==> src/rtl/pe_conf_pkg.sv <==
// Shared types and constants for the PE configuration sequencer.
package pe_conf_pkg;

  typedef enum logic [1:0] {
    ST_IDLE = 2'd0,
    ST_RUN  = 2'd1,
    ST_FIN  = 2'd2
  } state_e;

  localparam int DEF_NUM_PE  = 4;
  localparam int DEF_NUM_CTX = 8;
  localparam int DEF_CONF_W  = 8;

  // Conf word driven to every PE when the array is not running.
  localparam int NOP_CONF = 0;

  // Index width that never collapses to zero bits.
  function automatic int idx_w(input int n);
    return (n > 1) ? $clog2(n) : 1;
  endfunction

endpackage

==> src/rtl/pe_conf_seq_if.sv <==
// Configuration write channel: valid/ready handshake plus target and data.
interface pe_conf_seq_if
  import pe_conf_pkg::*;
#(
  parameter int NUM_PE  = DEF_NUM_PE,
  parameter int NUM_CTX = DEF_NUM_CTX,
  parameter int CONF_W  = DEF_CONF_W
) ();

  localparam int CTX_W = idx_w(NUM_CTX);
  localparam int PE_W  = idx_w(NUM_PE);

  logic              cfg_valid;
  logic              cfg_ready;
  logic [CTX_W-1:0]  cfg_ctx;
  logic [PE_W-1:0]   cfg_pe;
  logic [CONF_W-1:0] cfg_conf;

  modport master (
    output cfg_valid, cfg_ctx, cfg_pe, cfg_conf,
    input  cfg_ready
  );

  modport slave (
    input  cfg_valid, cfg_ctx, cfg_pe, cfg_conf,
    output cfg_ready
  );

endinterface

==> src/rtl/pe_conf_seq_ctx_mem.sv <==
// Context store: NUM_CTX entries of NUM_PE lanes, per-lane write, async read.
// No reset on the array so contents survive a sequencer reset.
module ctx_mem
  import pe_conf_pkg::*;
#(
  parameter int NUM_PE  = DEF_NUM_PE,
  parameter int NUM_CTX = DEF_NUM_CTX,
  parameter int CONF_W  = DEF_CONF_W,
  localparam int CTX_W  = idx_w(NUM_CTX)
) (
  input  logic                     clk,
  input  logic [NUM_PE-1:0]        we_i,
  input  logic [CTX_W-1:0]         wr_ctx_i,
  input  logic [CONF_W-1:0]        wr_data_i,
  input  logic [CTX_W-1:0]         rd_ctx_i,
  output logic [NUM_PE*CONF_W-1:0] rd_data_o
);

  for (genvar l = 0; l < NUM_PE; l++) begin : g_lane
    logic [CONF_W-1:0] mem_q [NUM_CTX];

    // Lane write: only the addressed lane of the addressed context changes.
    always_ff @(posedge clk) begin
      if (we_i[l]) mem_q[wr_ctx_i] <= wr_data_i;
    end

    assign rd_data_o[l*CONF_W +: CONF_W] = mem_q[rd_ctx_i];
  end

endmodule

==> src/rtl/pe_conf_seq.sv <==
// PE configuration sequencer: stores contexts, then replays contexts
// 0..ctx_last for a number of iterations with optional early exit.
module pe_conf_seq
  import pe_conf_pkg::*;
#(
  parameter int NUM_PE  = DEF_NUM_PE,
  parameter int NUM_CTX = DEF_NUM_CTX,
  parameter int CONF_W  = DEF_CONF_W,
  localparam int CTX_W  = idx_w(NUM_CTX),
  localparam int PE_W   = idx_w(NUM_PE)
) (
  input  logic                     clk,
  input  logic                     rst,
  pe_conf_seq_if.slave             cfg,
  input  logic                     start,
  input  logic                     abort,
  input  logic [CTX_W-1:0]         ctx_last,
  input  logic [7:0]               iter_count,
  input  logic                     branch_in,
  output logic [NUM_PE*CONF_W-1:0] conf_out,
  output logic                     pe_en,
  output logic                     busy,
  output logic                     done
);

  state_e             state_q, state_d;
  logic [CTX_W-1:0]   ctx_q, ctx_d;
  logic [CTX_W-1:0]   last_q, last_d;
  logic [7:0]         it_q, it_d;
  logic [7:0]         iter_q, iter_d;
  logic [7:0]         eff_iter;
  logic               last_iter;
  logic               cfg_wr;
  logic [NUM_PE-1:0]  lane_we;
  logic [NUM_PE*CONF_W-1:0] rd_data, conf_nxt;
  logic [NUM_PE*CONF_W-1:0] conf_out_q;
  logic               pe_en_q, busy_q, done_q;

  assign cfg.cfg_ready = (state_q == ST_IDLE);
  assign cfg_wr        = cfg.cfg_valid && cfg.cfg_ready;

  // iter_count of 0 behaves as a single iteration.
  assign eff_iter  = (iter_q == 8'd0) ? 8'd1 : iter_q;
  assign last_iter = ({1'b0, it_q} + 9'd1) >= {1'b0, eff_iter};

  // Next-state, context pointer and iteration counter.
  always_comb begin
    state_d = state_q;
    ctx_d   = ctx_q;
    it_d    = it_q;
    last_d  = last_q;
    iter_d  = iter_q;
    case (state_q)
      ST_IDLE: begin
        if (start) begin
          state_d = ST_RUN;
          ctx_d   = '0;
          it_d    = '0;
          last_d  = ctx_last;
          iter_d  = iter_count;
        end
      end
      ST_RUN: begin
        if (abort) begin
          state_d = ST_IDLE;
          ctx_d   = '0;
          it_d    = '0;
        end else if (ctx_q < last_q) begin
          ctx_d = ctx_q + 1'b1;
        end else if (last_iter || branch_in) begin
          state_d = ST_FIN;
        end else begin
          ctx_d = '0;
          it_d  = it_q + 8'd1;
        end
      end
      ST_FIN: begin
        state_d = ST_IDLE;
        ctx_d   = '0;
        it_d    = '0;
      end
      default: state_d = ST_IDLE;
    endcase
  end

  // State and counters.
  always_ff @(posedge clk or negedge rst) begin
    if (!rst) begin
      state_q <= ST_IDLE;
      ctx_q   <= '0;
      it_q    <= '0;
      last_q  <= '0;
      iter_q  <= '0;
    end else begin
      state_q <= state_d;
      ctx_q   <= ctx_d;
      it_q    <= it_d;
      last_q  <= last_d;
      iter_q  <= iter_d;
    end
  end

  for (genvar l = 0; l < NUM_PE; l++) begin : g_we
    assign lane_we[l] = cfg_wr && (cfg.cfg_pe == PE_W'(l));
  end

  ctx_mem #(
    .NUM_PE  (NUM_PE),
    .NUM_CTX (NUM_CTX),
    .CONF_W  (CONF_W)
  ) u_ctx_mem (
    .clk       (clk),
    .we_i      (lane_we),
    .wr_ctx_i  (cfg.cfg_ctx),
    .wr_data_i (cfg.cfg_conf),
    .rd_ctx_i  (ctx_d),
    .rd_data_o (rd_data)
  );

  // Outputs are registered from the next context, so a write landing on the
  // same edge as start must be forwarded around the memory.
  for (genvar l = 0; l < NUM_PE; l++) begin : g_fwd
    assign conf_nxt[l*CONF_W +: CONF_W] =
      (lane_we[l] && (cfg.cfg_ctx == ctx_d)) ? cfg.cfg_conf
                                            : rd_data[l*CONF_W +: CONF_W];
  end

  // Registered PE-facing outputs; NOP conf and disabled outside RUN.
  always_ff @(posedge clk or negedge rst) begin
    if (!rst) begin
      conf_out_q <= {NUM_PE{CONF_W'(NOP_CONF)}};
      pe_en_q    <= 1'b0;
      busy_q     <= 1'b0;
      done_q     <= 1'b0;
    end else begin
      conf_out_q <= (state_d == ST_RUN) ? conf_nxt : {NUM_PE{CONF_W'(NOP_CONF)}};
      pe_en_q    <= (state_d == ST_RUN);
      busy_q     <= (state_d == ST_RUN);
      done_q     <= (state_d == ST_FIN);
    end
  end

  assign conf_out = conf_out_q;
  assign pe_en    = pe_en_q;
  assign busy     = busy_q;
  assign done     = done_q;

endmodule

==> src/flat_wrapper.sv <==
// flat-port wrapper written by rule: the top's interface ports become plain ports
module pe_conf_seq_flat import pe_conf_pkg::*;
#(
  parameter int NUM_PE  = DEF_NUM_PE,
  parameter int NUM_CTX = DEF_NUM_CTX,
  parameter int CONF_W  = DEF_CONF_W,
  localparam int CTX_W  = idx_w(NUM_CTX),
  localparam int PE_W   = idx_w(NUM_PE)
)
  (clk, rst, start, abort, ctx_last, iter_count, branch_in, conf_out, pe_en, busy, done, cfg_cfg_valid, cfg_cfg_ctx, cfg_cfg_pe, cfg_cfg_conf, cfg_cfg_ready);
  pe_conf_seq_if #(.NUM_PE(NUM_PE), .NUM_CTX(NUM_CTX), .CONF_W(CONF_W)) cfg_i ();
  input  logic clk;
  input  logic rst;
  input  logic start;
  input  logic abort;
  input  logic [CTX_W-1:0] ctx_last;
  input  logic [7:0] iter_count;
  input  logic branch_in;
  output logic [NUM_PE*CONF_W-1:0] conf_out;
  output logic pe_en;
  output logic busy;
  output logic done;
  input wire logic [$bits(cfg_i.cfg_valid)-1:0] cfg_cfg_valid;
  input wire logic [$bits(cfg_i.cfg_ctx)-1:0] cfg_cfg_ctx;
  input wire logic [$bits(cfg_i.cfg_pe)-1:0] cfg_cfg_pe;
  input wire logic [$bits(cfg_i.cfg_conf)-1:0] cfg_cfg_conf;
  output wire logic [$bits(cfg_i.cfg_ready)-1:0] cfg_cfg_ready;
  assign cfg_i.cfg_valid = cfg_cfg_valid;
  assign cfg_i.cfg_ctx = cfg_cfg_ctx;
  assign cfg_i.cfg_pe = cfg_cfg_pe;
  assign cfg_i.cfg_conf = cfg_cfg_conf;
  assign cfg_cfg_ready = cfg_i.cfg_ready;
  pe_conf_seq #(.NUM_PE(NUM_PE), .NUM_CTX(NUM_CTX), .CONF_W(CONF_W)) u_core (.clk(clk), .rst(rst), .cfg(cfg_i), .start(start), .abort(abort), .ctx_last(ctx_last), .iter_count(iter_count), .branch_in(branch_in), .conf_out(conf_out), .pe_en(pe_en), .busy(busy), .done(done));
endmodule
==> config.mk <==
export PLATFORM = sky130hd
export DESIGN_NAME = pe_conf_seq_flat
export DESIGN_NICKNAME = d
export VERILOG_FILES = /design/src/rtl/pe_conf_pkg.sv /design/src/rtl/pe_conf_seq_if.sv /design/src/rtl/pe_conf_seq_ctx_mem.sv /design/src/rtl/pe_conf_seq.sv /design/src/flat_wrapper.sv
export SDC_FILE = /design/constraint.sdc
export NUM_CORES = 1
export LEC_CHECK = 0
export CAP_MARGIN = 0
export CORE_MARGIN = 5
export CORE_UTILIZATION = 55
export DETAILED_ROUTE_END_ITERATION = 6
export PLACE_DENSITY = 0.83
export RECOVER_POWER = 25
export SLEW_MARGIN = 20
export SYNTH_ARGS = -nofsm -noshare
export SYNTH_HDL_FRONTEND = slang
export SYNTH_SLANG_ARGS = --single-unit
==> constraint.sdc <==
create_clock -name clk -period 4.09 [get_ports clk]
set_input_delay 0.6135 -clock clk [delete_from_list [all_inputs] [get_ports clk]]
set_output_delay 0.6135 -clock clk [all_outputs]
set_load 0.05 [all_outputs]
[Word-level counts from Yosys, hierarchy flattened]
Memory sizes are Yosys's and may differ from the RTL's.
Cells that the tools add are included.
W data, S select, Z words.
Word-level totals
  flip-flop bits (word level): 58
  word-level logic and storage cells: 73
  output and inout bits: 36
  input bits: 30
  memory bits (writable): 256
  memories kept: 4
Cells by class
  add/sub/neg operators: 3
  $lt $le $gt $ge: 2
  reductions and logical operators: 16
  equal/unequal tests: 11
  muxes and demuxes: 29
Memories
  u_core.u_ctx_mem.g_lane[0].mem_q: depth 8, width 8, read ports 1, clocked after Yosys merged registers in 0, write ports 1, RTL line pe_conf_seq_ctx_mem.sv:20  | logic [CONF_W-1:0] mem_q [NUM_CTX];
  u_core.u_ctx_mem.g_lane[1].mem_q: depth 8, width 8, read ports 1, clocked after Yosys merged registers in 0, write ports 1, RTL line pe_conf_seq_ctx_mem.sv:20
  u_core.u_ctx_mem.g_lane[2].mem_q: depth 8, width 8, read ports 1, clocked after Yosys merged registers in 0, write ports 1, RTL line pe_conf_seq_ctx_mem.sv:20
  u_core.u_ctx_mem.g_lane[3].mem_q: depth 8, width 8, read ports 1, clocked after Yosys merged registers in 0, write ports 1, RTL line pe_conf_seq_ctx_mem.sv:20
Operators with widths (number)
  $mux W8: 9
  $mux W32: 1
  $pmux W8 S3: 1
  $mux W3: 4
  $add A8 B1 Y9 const B: 1
  $ge A9 B8 Y1: 1
  $logic_and A1 B1 Y1: 9
  $pmux W3 S3: 1
  $add A8 B1 Y8 const B: 1
  $eq A2 B2 Y1 const B: 4
  $logic_not A8 Y1: 1
  $mux W1: 8
  $mux W2: 4
  $eq A2 B1 Y1 const B: 3
  $ne A3 B3 Y1 const B: 2
  $logic_not A2 Y1: 2
  $pmux W2 S2: 1
  $reduce_and A4 Y1: 1
  $add A3 B1 Y3 const B: 1
  $eq A3 B3 Y1: 1
  $lt A3 B3 Y1: 1
  $reduce_bool A3 Y1: 1
  $ne A2 B2 Y1 const B: 1
  $reduce_and A2 Y1: 1
  $logic_or A1 B1 Y1: 1

[Depth between registers and ports, before layout]
Gate-level depths: netlist of the first run.
  depth in word-level cells: 12
  mapped depth: 16
  gate-level depth less buffers: 14

[By module]
A second synthesis of the first run with hierarchy kept.
Second synthesis, totals
  cells, all modules: 696
  area total of the unflattened synthesis: 12877.4 µm²
Modules (own cells, without submodules)
  ctx_mem: sequential area each 7687.4 µm², cells each 417, times used 1, area each 9960.8 µm²
  pe_conf_seq: sequential area each 1451.4 µm², cells each 279, times used 1, area each 2916.5 µm²

[Worst setup path before layout of the first run]
No wires, ideal clock.
  kind: register to register
  start: reg u_core.it_q[0]
  end: reg u_core.conf_out_q[22], in the netlist u_core.conf_out[22]
  library setup time: 122 ps
  data arrival time: 3085 ps
  path slack: 882 ps
  required time: 3968 ps
  buffers on the path: 3
  stages on the path, launching flop included: 17
  clock period less this slack: 3208 ps
  cells stage by stage: dfrtp_1 > ha_1 > nand2_1 > nor2_1 > xnor2_1 > ha_1 > nand3_1 > o221ai_1 > o21ai_0 > and3_1 > buf_4 > xnor2_2 > or4_1 > clkbuf_1 > buf_4 > o21ai_1 > a21oi_1
Between the ends
  longest elaborated chain between the ends: 11
  elaborated cells on any way between the ends: 17
  classes of those cells: add/sub: 1; order compare: 1; eq/ne: 2; mux: 10; reduce/logical: 2; memory: 1
Ends and longest elaborated chain
  start: declaration: RTL line pe_conf_seq.sv:29  | logic [7:0] it_q, it_d;
  start signal: assignment: RTL line pe_conf_seq.sv:97  | it_q <= it_d;
  $add A8 B1 Y9 (*): RTL line pe_conf_seq.sv:44  | assign last_iter = ({1'b0, it_q} + 9'd1) >= {1'b0, eff_iter};
  $ge A9 B8 Y1 (*): RTL line pe_conf_seq.sv:44
  $logic_or A1 B1 Y1 (*): RTL line pe_conf_seq.sv:70  | end else if (last_iter || branch_in) begin
  branches (longest 7 deep; another with $mem_v2 Z8 W8)
  $mux W32 (*): RTL line pe_conf_seq.sv:136  | conf_out_q <= (state_d == ST_RUN) ? conf_nxt : {NUM_PE{CONF_W'(NOP_CONF)}};
  end signal: assignment: RTL line pe_conf_seq.sv:131  | conf_out_q <= {NUM_PE{CONF_W'(NOP_CONF)}};
  end signal: assignment: RTL line pe_conf_seq.sv:136
  end: declaration: RTL line pe_conf_seq.sv:36  | logic [NUM_PE*CONF_W-1:0] conf_out_q;
Mark *: on every way between the ends.
A chain may end at the register's enable or synchronous reset.

[Worst setup path in the final report of the first run]
  start: reg u_core.it_q[2]
  end: reg u_core.conf_out_q[31], in the netlist u_core.conf_out[31]
Between the ends
  elaborated cells on any way between the ends: 17
  classes of those cells: add/sub: 1; order compare: 1; eq/ne: 2; mux: 10; reduce/logical: 2; memory: 1
RTL lines
  $add A8 B1 Y9: RTL line pe_conf_seq.sv:44
  $ge A9 B8 Y1: RTL line pe_conf_seq.sv:44
  $logic_or A1 B1 Y1: RTL line pe_conf_seq.sv:70
  $mux W2: RTL line pe_conf_seq.sv:70
  $mux W2: RTL line pe_conf_seq.sv:68  | end else if (ctx_q < last_q) begin
  $mux W2: RTL line pe_conf_seq.sv:64  | if (abort) begin
  $pmux W2 S2: RTL line pe_conf_seq.sv:53  | case (state_q)
  named net u_core.state_d[1]: RTL line pe_conf_seq.sv:26  | state_e state_q, state_d;
  $eq A2 B1 Y1: RTL line pe_conf_seq.sv:136
  $mux W32: RTL line pe_conf_seq.sv:136
The timed path passes the listed nets, and every way through them passes these cells.

==> results of run 1 <==
==> repair_timing <==
action,in CTS,in global routing
setup endpoints to repair,0,6
buffers inserted,0,0
gates resized for setup,0,4
==> layout by cell type, fill, tap and decap left out, drive strengths merged, types with 7 or more instances in the layout <==
cell / instances
nand3: 16
a21oi: 128
edfxtp: 256
clkinv: 10
clkdlybuf4s50: 59
a22oi: 29
ha: 12
inv: 23
nand2: 86
o22ai: 28
o21ai: 53
dfrtp: 58
buf: 22
xnor2: 7
nor2: 40
mux2i: 65
clkbuf: 45
==> power groups by stage <==
stage / logic, mW / registers [mW] / clock network (mW)
after floorplan: 1.58 / 4.27 / 0
after global placement: 2.91 / 3.87 / 0
after detailed placement: 2.98 / 3.87 / 0
after CTS: 3.00 / 3.81 / 2.84
after global routing: 3.26 / 3.83 / 3.01
final: 3.04 / 3.81 / 2.84
==> worst max-delay path, stage by stage, from the launching register on <==
cell and delay (ns):
dfrtp_1 0.42, nand3_1 0.19, nor2_1 0.22, nand3_1 0.12
xnor2_1 0.15, ha_1 0.30, nand3_1 0.10, o221ai_1 0.29
nor2_1 0.16, a21oi_4 0.31, o311ai_1 0.15, buf_4 0.19
or4_1 0.67, o21ai_0 0.30, a21oi_1 0.12
==> worst max-delay path by stage <==
stage | slack (ns) | to | depth (start not counted) | startpoint
2_1_floorplan | 0.88 | u_core.conf_out[22]$_DFF_PN0_ | 16 | u_core.it_q[0]$_DFFE_PN0P_
3_3_place_gp | 0.32 | u_core.conf_out[19]$_DFF_PN0_ | 9 | abort
3_5_place_dp | 0.26 | u_core.conf_out[9]$_DFF_PN0_ | 14 | u_core.it_q[2]$_DFFE_PN0P_
4_1_cts | 0.25 | u_core.conf_out[2]$_DFF_PN0_ | 14 | u_core.it_q[2]$_DFFE_PN0P_
5_1_grt | -0.003 | u_core.conf_out[15]$_DFF_PN0_ | 14 | u_core.it_q[2]$_DFFE_PN0P_
6_report | 0.23 | u_core.conf_out[31]$_DFF_PN0_ | 14 | u_core.it_q[2]$_DFFE_PN0P_
==> sequential cells by signal (all words and copies together), names as in the netlist <==
signal	cells
u_core.ctx_q	3
u_core.pe_en	1
u_core.u_ctx_mem.g_lane.mem_q	256
u_core.state_q	2
u_core.conf_out	32
u_core.iter_q	8
u_core.last_q	3
u_core.done	1
u_core.it_q	8
==> cell type report <==
cell class | instances | area, sq um
Clock buffer | 38 | 811
Clock inverter | 18 | 220
Fill cell | 1598 | 8000
Inverter | 23 | 88.8
Multi-Input combinational cell | 523 | 3250
Sequential cell | 314 | 9140
Tap cell | 285 | 357
Timing Repair Buffer | 89 | 842
==> metrics by stage <==
step                hold WS (ns)  std cells  area [sq um]  setup slack, ns  power (mW)
floorplan                  0.318        914         12700            0.882        5.86
global placement           0.509       1234         13700            0.324        6.78
detailed placement         0.506       1234         13700            0.256        6.85
CTS                        0.212       1290         14700            0.255        9.66
global route               0.546       1290         14700         -0.00339        10.1
finish                     0.519       1290         14700            0.229        9.68
==> routing by layer <==
metal / track usage / routed length (um) / vias to the layer above
li1: - / - / 3588
met1: 0.285 / 10900 / 3902
met2: 0.367 / 14300 / 410
met3: 0.0431 / 2520 / 59
met4: 0.0542 / 669 / 0
met5: 0 / 0 / -
==> cell families (layout without fill, tap and decap cells) <==
group | Yosys count | after routing | share of synthesized area
DFF | 314 | 314 | 0.719
AOI/OAI and AO/OA | 264 | 264 | 0.122
and+or+nand+nor | 172 | 172 | 0.0609
buffers and inverters | 77 | 168 | 0.0268
muxes | 67 | 67 | 0.0530
adders and majority gates | 12 | 12 | 0.0118
xor gates and xnor gates | 8 | 8 | 0.00610
==> summary.txt, run 1 <==
STA
  – Final Max Slew Viols: 105
  – Final Hold Violating Endpoints: 0
  – Setup tns final: 0 ns
  – Period utilisation layout: 0.944
  – Worst slew slack as a fraction of its limit: -0.513
  – Final min period: 3.86 ns
  – Final setup viols: 0
  – Clock skew: 0.0377 ns
  – Highest Clock Rate: 259 MHz
  – Worst-Margin Slew: 2.27 ns

Critical path
  – Arrival time at the worst endpoint: 4.25 ns
  – Register-to-register path setup slack: 0.23 ns
  – Data required time at the worst endpoint: 4.48 ns
  – Worst reg2reg path endpoint: u_core.conf_out[31]$_DFF_PN0_
  – Reg2Reg Launch Point: u_core.it_q[2]$_DFFE_PN0P_
  – Maximum fanout along the worst path: 16
  – Element type at the critical path start: register
  – Critical setup path kind: register to register
  – Count of cells along the worst register-to-register path: 14
  – Setup crit end kind: register

Yosys
  – EDFF count, synth: 256
  – Post-synth ARST share: 0.185
  – Top flip-flop cell by instance count after synthesis: edfxtp_1
  – Most frequent cell after synthesis: edfxtp_1
  – Post-Syn Area: 12,700 sq um
  – Synthesized netlist net count: 956
  – Sequential area share after synthesis: 0.719
  – Cell taking the most area after synthesis: edfxtp_1
  – Instance count of the mapped netlist: 914
  – Proportion of netlist area held by the largest area contributor: 0.605
  – Top cells by area in the synthesized netlist: edfxtp_1 60%, dfrtp_1 11%, mux2i_1 5.1%, a21oi_1 5.0%, nand2_1 2.5%
  – Count of warnings emitted by yosys: 0
  – Synth top cells by count: 256 x edfxtp_1, 127 x a21oi_1, 86 x nand2_1
  – Distinct cells, synth: 56
  – Mean instance size in the synthesized netlist: 13.9 sq um
  – Seq cells post-synth: 314

Die
  – Die footprint: 26,200 sq um
  – # IOs: 66
  – Row count: 55
  – Floorplan Core Area: 22,700 sq um
  – Die Width: 162 um
  – Initial core utilization: 0.560
  – Die Y-Extent: 162 um

Pwr
  – Areal power density over the cells: 658 nW/um^2
  – Internal power component: 6.38 mW
  – Switch share: 0.341
  – Combinational power share: 0.314
  – Power dissipated by switching net loads: 3.30 mW
  – Proportion of power drawn by flip-flops and latches: 0.393
  – Clock network fraction of design power: 0.293
  – Highest ir drop seen on vdd: 0.494 mV
  – Leakage: 4.90 nW

GRT
  – Initial antenna violation count: 0
  – First-pass GRT wire length: 44,000 um
  – Via count of the first global-routing pass: 7,922
  – Residual overflow from global routing: 0
  – Pin count of the biggest net entering global routing: 65
  – GRT Overall Usage: 0.214

Route
  – DRC violation count after routing: 0
  – Via density per instance: 6.17
  – Final wirelength: 28,500 um
  – Routed vias: 7,959
  – Violation count after the first detailed-route iteration: 837
  – First drt pass iteration count: 6
  – Number of antenna-violating nets in the routed design: 0
  – Mean routed wirelength per cell: 22.1 um

Clocking
  – TritonCTS clock tree: done
  – Clock latency of the later-clocked register in the worst-skew pair: 0.58 ns
  – # clock sinks: 314
  – Max Buffers Root-to-Sink: 3
  – Clock H-tree levels: 1
  – Clock Tree Root: clkbuf_16
  – Clock slew seen by the registers of the worst setup and hold paths: 0.06 ns
  – Cts-stage hold buffer count: 0
  – Total clock buffers created by CTS: 30

Outcome
  – Violated checks: max-capacitance violations, max-slew violations
  – Run status: complete, but fails checks

Hold path
  – Classification of the worst-slack hold path: register to register
  – WHS Path Cells: 1
  – Endpoint of the worst hold-timing path: u_core.iter_q[0]$_DFFE_PN0P_
  – Hold Startpoint: u_core.iter_q[0]$_DFFE_PN0P_

Finish
  – Area growth from synthesis to layout: 15.7%
  – Number of nets in the layout: 1,023
  – Layout cells sized above 1: 0.0866
  – Core occupancy in the finished layout: 0.648
  – Antenna Diode Count: 0

Job
  – Max-cap viol count: 3

Place
  – Routability-driven placement congestion ratio: 0.835
  – Post-detailed-placement half-perimeter wirelength: 17,300 um
  – Buffers on Ports: 65
Power figures use the tool's default switching activity.
==> inputs of run 2 (changes only) <==
--- a/config.mk
+++ b/config.mk
@@ -8,6 +8,7 @@
 export CAP_MARGIN = 0
 export CORE_MARGIN = 5
 export CORE_UTILIZATION = 55
+export CTS_CLUSTER_DIAMETER = 100
 export DETAILED_ROUTE_END_ITERATION = 6
 export PLACE_DENSITY = 0.83
 export RECOVER_POWER = 25
==> results of run 2 <==
The final DEF is identical to that of run 1; final timing and power are the same.
